### config.mk
export PLATFORM = sky130hd
export DESIGN_NAME = sky130_fd_io__amuxbus_arb
export DESIGN_NICKNAME = d
export VERILOG_FILES = /design/src/rtl/sky130_fd_io__amuxbus_arb.sv
export SDC_FILE = /design/constraint.sdc
export NUM_CORES = 1
export LEC_CHECK = 0
export CORE_ASPECT_RATIO = 0.5
export CORE_MARGIN = 8
export CORE_UTILIZATION = 57
export CTS_CLUSTER_SIZE = 12
export DETAILED_ROUTE_END_ITERATION = 10
export PLACE_DENSITY = 0.84
export SKIP_LAST_GASP = 1
export SYNTH_ARGS = -nofsm -noshare
export SYNTH_HDL_FRONTEND = slang
export SYNTH_HIERARCHICAL = 1
export SYNTH_SLANG_ARGS = --single-unit
### constraint.sdc
create_clock -name CLK -period 6.1 [get_ports CLK]
set_clock_uncertainty 0.15 [all_clocks]
set_input_delay 1.83 -clock CLK [delete_from_list [all_inputs] [get_ports CLK]]
set_output_delay 1.83 -clock CLK [all_outputs]
set_load 0.02 [all_outputs]
### src/rtl/sky130_fd_io__amuxbus_arb.sv
// Arbiter and break-before-make sequencer for the two shared analog mux buses.
// Each bus runs an independent round-robin channel with make/settle and dead-time counting.

module sky130_fd_io__amuxbus_arb_chan #(
  parameter int unsigned NREQ     = 4,
  parameter int unsigned MAKE_CYC = 2,
  parameter int unsigned DEAD_CYC = 4
) (
  input  logic            clk,
  input  logic            rst_n,
  input  logic            bus_en,
  input  logic [NREQ-1:0] req,
  output logic [NREQ-1:0] ena,
  output logic [NREQ-1:0] gnt,
  output logic            busy
);
  localparam int unsigned CNT_MAX = (MAKE_CYC > DEAD_CYC) ? MAKE_CYC : DEAD_CYC;
  localparam int unsigned CW      = $clog2(CNT_MAX + 1);
  localparam int unsigned OW      = $clog2(NREQ);
  localparam logic [CW-1:0] MAKE_LOAD = CW'(MAKE_CYC - 1);
  localparam logic [CW-1:0] DEAD_LOAD = CW'(DEAD_CYC - 1);

  typedef enum logic [1:0] {S_IDLE, S_MAKE, S_OWN, S_BREAK} state_t;

  state_t        state;
  logic [OW-1:0] owner;
  logic [OW-1:0] ptr;
  logic [OW-1:0] win;
  logic [OW-1:0] idx;
  logic [CW-1:0] cnt;
  logic          found;
  logic          keep;

  // First set request scanning ptr, ptr+1, ... wrapping at NREQ.
  always_comb begin
    win   = '0;
    idx   = '0;
    found = 1'b0;
    for (int unsigned k = 0; k < NREQ; k++) begin
      idx = OW'((32'(ptr) + k) % NREQ);
      if (!found && req[idx]) begin
        found = 1'b1;
        win   = idx;
      end
    end
  end

  assign keep = bus_en && req[owner];

  always_ff @(posedge clk or negedge rst_n) begin
    if (!rst_n) begin
      state <= S_IDLE;
      owner <= '0;
      ptr   <= '0;
      cnt   <= '0;
      ena   <= '0;
      gnt   <= '0;
      busy  <= 1'b0;
    end else begin
      case (state)
        S_IDLE: begin
          if (bus_en && found) begin
            owner <= win;
            ena   <= NREQ'(1) << win;
            cnt   <= MAKE_LOAD;
            busy  <= 1'b1;
            state <= S_MAKE;
          end
        end
        S_MAKE, S_OWN: begin
          if (!keep) begin
            ena   <= '0;
            gnt   <= '0;
            cnt   <= DEAD_LOAD;
            ptr   <= (owner == OW'(NREQ - 1)) ? '0 : owner + OW'(1);
            state <= S_BREAK;
          end else if (state == S_MAKE) begin
            if (cnt == '0) begin
              gnt   <= NREQ'(1) << owner;
              state <= S_OWN;
            end else begin
              cnt <= cnt - CW'(1);
            end
          end
        end
        S_BREAK: begin
          if (cnt == '0) begin
            busy  <= 1'b0;
            state <= S_IDLE;
          end else begin
            cnt <= cnt - CW'(1);
          end
        end
        default: state <= S_IDLE;
      endcase
    end
  end
endmodule

module sky130_fd_io__amuxbus_arb #(
  parameter int unsigned NREQ     = 4,
  parameter int unsigned MAKE_CYC = 2,
  parameter int unsigned DEAD_CYC = 4
) (
  input  logic            CLK,
  input  logic            RESET_B,
  input  logic            BUS_EN,
  input  logic [NREQ-1:0] REQ_A,
  input  logic [NREQ-1:0] REQ_B,
  output logic [NREQ-1:0] ENA_A,
  output logic [NREQ-1:0] ENA_B,
  output logic [NREQ-1:0] GNT_A,
  output logic [NREQ-1:0] GNT_B,
  output logic            BUSY_A,
  output logic            BUSY_B
);
  sky130_fd_io__amuxbus_arb_chan #(
    .NREQ(NREQ), .MAKE_CYC(MAKE_CYC), .DEAD_CYC(DEAD_CYC)
  ) u_chan_a (
    .clk(CLK), .rst_n(RESET_B), .bus_en(BUS_EN), .req(REQ_A),
    .ena(ENA_A), .gnt(GNT_A), .busy(BUSY_A)
  );

  sky130_fd_io__amuxbus_arb_chan #(
    .NREQ(NREQ), .MAKE_CYC(MAKE_CYC), .DEAD_CYC(DEAD_CYC)
  ) u_chan_b (
    .clk(CLK), .rst_n(RESET_B), .bus_en(BUS_EN), .req(REQ_B),
    .ena(ENA_B), .gnt(GNT_B), .busy(BUSY_B)
  );
endmodule

After elaboration in Yosys (flattened, before gate mapping)
Cells that the tools add are included.
W data, S select, Z words.
Word-level totals
  bits in registers: 36
  input port bits: 11
  output and inout bits: 18
  logic and storage cells: 180
Cells by class
  $add $sub $neg: 10
  $lt $le $gt $ge: 10
  equal/unequal tests: 22
  shifts and indexed selects: 4
  multiplexer cells: 78
  bitwise operators: 2
  reductions and logical operators: 40
Operators by type and width (number)
  $mux W2: 20
  $mux W4: 10
  $lt A2 B3 Y1 const B: 10
  $mux W3: 8
  $mux W1: 22
  $bmux W1 S2: 10
  $pmux W3 S3: 2
  $reduce_and A3 Y1: 6
  $pmux W4 S2: 2
  $shl A1 B2 Y4 const A: 4
  $eq A2 B2 Y1 const B: 6
  $ne A2 B2 Y1 const B: 6
  $ne A3 B3 Y1 const B: 4
  $pmux W2 S3: 2
  $reduce_and A2 Y1: 6
  $logic_and A1 B1 Y1: 10
  $add A2 B1 Y2 const B: 4
  $add A2 B2 Y2 const B: 4
  $ne A2 B1 Y1 const B: 4
  $reduce_and A4 Y1: 2
  $reduce_bool A2 Y1: 4
  $logic_not A1 Y1: 6
  $logic_not A3 Y1: 2
  $sub A3 B1 Y3 const B: 2
  other kinds (5): 10

Depth between registers and ports, before layout
  depth after elaboration: 15
  mapped depth: 8
  depth with buffers taken out: 7

Hierarchy
The synthesis kept the hierarchy.
By module, submodules not included
  sky130_fd_io__amuxbus_arb_chan: times used 2, cells an instance 112, area an instance 1132.3 um^2, sequential area each 450.4 um^2

Worst setup path after synthesis
Ideal clock, no wire load.
  path type: input to register
  start point: input port REQ_A[1]
  end point: register u_chan_a.cnt[2]
  library setup time: 64 ps
  arrival time: 2934 ps
  required time: 5886 ps
  path slack: 2952 ps
  cell stages on the path: 4
  path buffers: 0
  cells stage by stage: mux2_4 -> a221o_2 -> a2111oi_2 -> a21o_1
Between the ends
  cells in the longest elaborated chain, start to end: 15
  elaborated cells on any way between the ends: 27
  those cells by class: eq/ne (2); mux (16); reduce/logical (9)
Ends and longest elaborated chain
  start: declaration: RTL line 108  | input logic [NREQ-1:0] REQ_A,
  $bmux W1 S2: RTL line 41  | if (!found && req[idx]) begin
  $mux W1 (not written as such): RTL line 41
  $mux W1: RTL line 41
  $logic_not A1 Y1: RTL line 41
  $logic_and A1 B1 Y1: RTL line 41
  $mux W1: RTL line 41
  $logic_not A1 Y1: RTL line 41
  $logic_and A1 B1 Y1: RTL line 41
  $mux W1: RTL line 41
  $logic_not A1 Y1: RTL line 41
  $logic_and A1 B1 Y1: RTL line 41
  $mux W1: RTL line 41
  $logic_and A1 B1 Y1: RTL line 62  | if (bus_en && found) begin
  $ne A2 B1 Y1 (no source line)
  $reduce_and A2 Y1 (no source line)
  end signal: assignment: RTL line 82  | cnt <= cnt - CW'(1);
  end signal: assignment: RTL line 91  | cnt <= cnt - CW'(1);
  end: declaration: RTL line 30  | logic [CW-1:0] cnt;
Several ways; a longest one is shown, not always the timed one. The select of a mux whose other input is x is not followed.
A chain may end at the register's enable or synchronous reset.

Final worst setup path
  start point: input port BUS_EN
  end point: register u_chan_a.cnt[2]
Between the ends
  cells in the longest elaborated chain, start to end: 3
  elaborated cells on any way between the ends: 7
  those cells by class: eq/ne (2); mux (2); reduce/logical (3)
Ends and longest elaborated chain
  start: declaration: RTL line 107  | input logic BUS_EN,
  $logic_and A1 B1 Y1, on equally long branches: RTL line 48, 62
  $mux W3 (tied with other cells): RTL line 71  | if (!keep) begin
  $pmux W3 S3 / $reduce_and A2 Y1 (equally long branches)
Several ways; a longest one is shown, not always the timed one.

==> impl_metrics.tcl <==
set metrics [dict create \
    run_status "finished, final reports clean" \
    synth_warnings 6 \
    ioPinCount 29 \
    report.final.slew_viol_count 0 \
    drt_wl_total_mm 4.85 \
    min_path_type "register to register" \
    cts_inserted_buffers 5 \
    cts_max_level 2 \
    crit_type "input pin to register" \
    cts_setup_buffers 0 \
    drt-vias-per-instance 5.72 \
    wire_per_inst_um 15.6 \
    die_x_um 105 \
    cts.sinks 36 \
    slowest_delay_ns 0.71 \
    holdBufCountCts 0 \
    syn_area_per_cell_um2 10.1 \
    max_slew_margin_pct 70.2 \
    cts_tree "done" \
    num_vias 1778 \
    clkLatencyLatePin_ns 0.29 \
    grt_usage_pct 16.2 \
    die_h_um 60.6 \
    syn_nets 255 \
    core_um2 3860 \
    final_cell_mix "dfrtp_1, clkdlybuf4s50_1, inv_1" \
    path_cells "clkdlybuf4s50_1 -> o41ai_1 -> and2_1 -> a221o_2 -> a2111oi_2 -> a21o_1" \
    num_rows 16 \
    maxCapViolations 0 \
    drt_iter0_markers 56 \
    finalHoldViolCount 0 \
    critPathBufInv 1 \
    ant_nets 0 \
    drive_gt1_share_pct 11.3 \
    worstPathArrival_ns 3.80 \
    grt_overflow 0 \
    slowest_stage "clkdlybuf4s50_1" \
    end_kind "register" \
    placed_cell_area_um2 2610 \
    dp_hpwl_mm 3.75 \
    fmax_mhz 268 \
    timing.hold.ws_ns 0.339 \
    path_max_fanout 12 \
    clk_pin_slew_ns 0.07 \
    tns_ns 0 \
    place.gp.congestion 0.923 \
    cp-start-kind "input pin" \
    layout_commonest_cell "dfrtp_1" \
    syn_to_final_growth_pct 19.1 \
    antenna_found_initial 0 \
    min_period_over_period_pct 61.1 \
    drc 0 \
    cp_top_family "compound AO/OA/AOI/OAI gates" \
    grt_pass1_vias 1785 \
    clock_path_buffers 2 \
    grt_start_max_net_pins 37 \
    numPortBuffers 28 \
    final_cell_area_um2 2700 \
    min_period_ns 3.73 \
    required_ns 6.17 \
    synthCells 224 \
    start_util_pct 58.6 \
    setup_violations 0 \
    grt_pass1_wl_mm 8.26 \
    cts_resized 0 \
    worst_pin_slew_ns 0.447 \
    nNetsFinal 287 \
    cts_root_buffer "clkbuf_8" \
    netlist_area_um2 2260 \
    rsz0062_at_grt "false" \
    dieArea_um2 6370 \
    num_antenna_cells 0 \
    firstDrtPassIters 4 \
]
-- layout make-up --
cell class	count	area (µm²)
Clock buffer	6	82.6
Clock inverter	2	10.0
Fill cell	287	1170
Inverter	28	105
Multi-Input combinational cell	156	1240
Sequential cell	36	901
Tap cell	54	67.6
Timing Repair Buffer	29	288
-- path summary, 6_finish.rpt --
check	slack, ns	from	endpoint	cells past startpoint
setup / recovery	2.37	BUS_EN	u_chan_a/cnt[2]	6
hold / removal	0.34	u_chan_b/cnt[1]	u_chan_b/cnt[1]	1
setup reg to reg	3.85	u_chan_a/state[0]	u_chan_a/cnt[2]	6
hold reg to reg	0.34	u_chan_b/cnt[1]	u_chan_b/cnt[1]	1
max in group asynchronous	3.68	RESET_B	u_chan_b/cnt[1]	2
min in group asynchronous	1.81	RESET_B	u_chan_b/owner[0]	2
-- routing by layer --
layer	track usage, %	vias to the layer above	share of wire (%)
met5	0	-	0
met4	8.84	0	2.2
met3	3.81	10	4.2
met2	28.9	39	50
met1	18.3	849	43
li1	-	880	-
-- sequential cells by signal, summed over array words and instances (netlist names) --
register,flops
u_chan_b/state,2
u_chan_b/busy,1
u_chan_b/ptr,2
u_chan_a/busy,1
u_chan_a/ena,4
u_chan_a/cnt,3
u_chan_b/owner,2
u_chan_b/ena,4
u_chan_a/ptr,2
u_chan_a/gnt,4
u_chan_b/gnt,4
u_chan_a/owner,2
u_chan_b/cnt,3
u_chan_a/state,2
-- metrics by stage --
stage                     instances  util (%)  setup slack, ns
after floorplan                 224         -             2.95
after global placement          303      67.4             2.23
after detailed placement        303      67.4             2.12
after CTS                       311      69.8             2.42
after global routing            311      69.8             2.29
final                           311      69.8             2.37
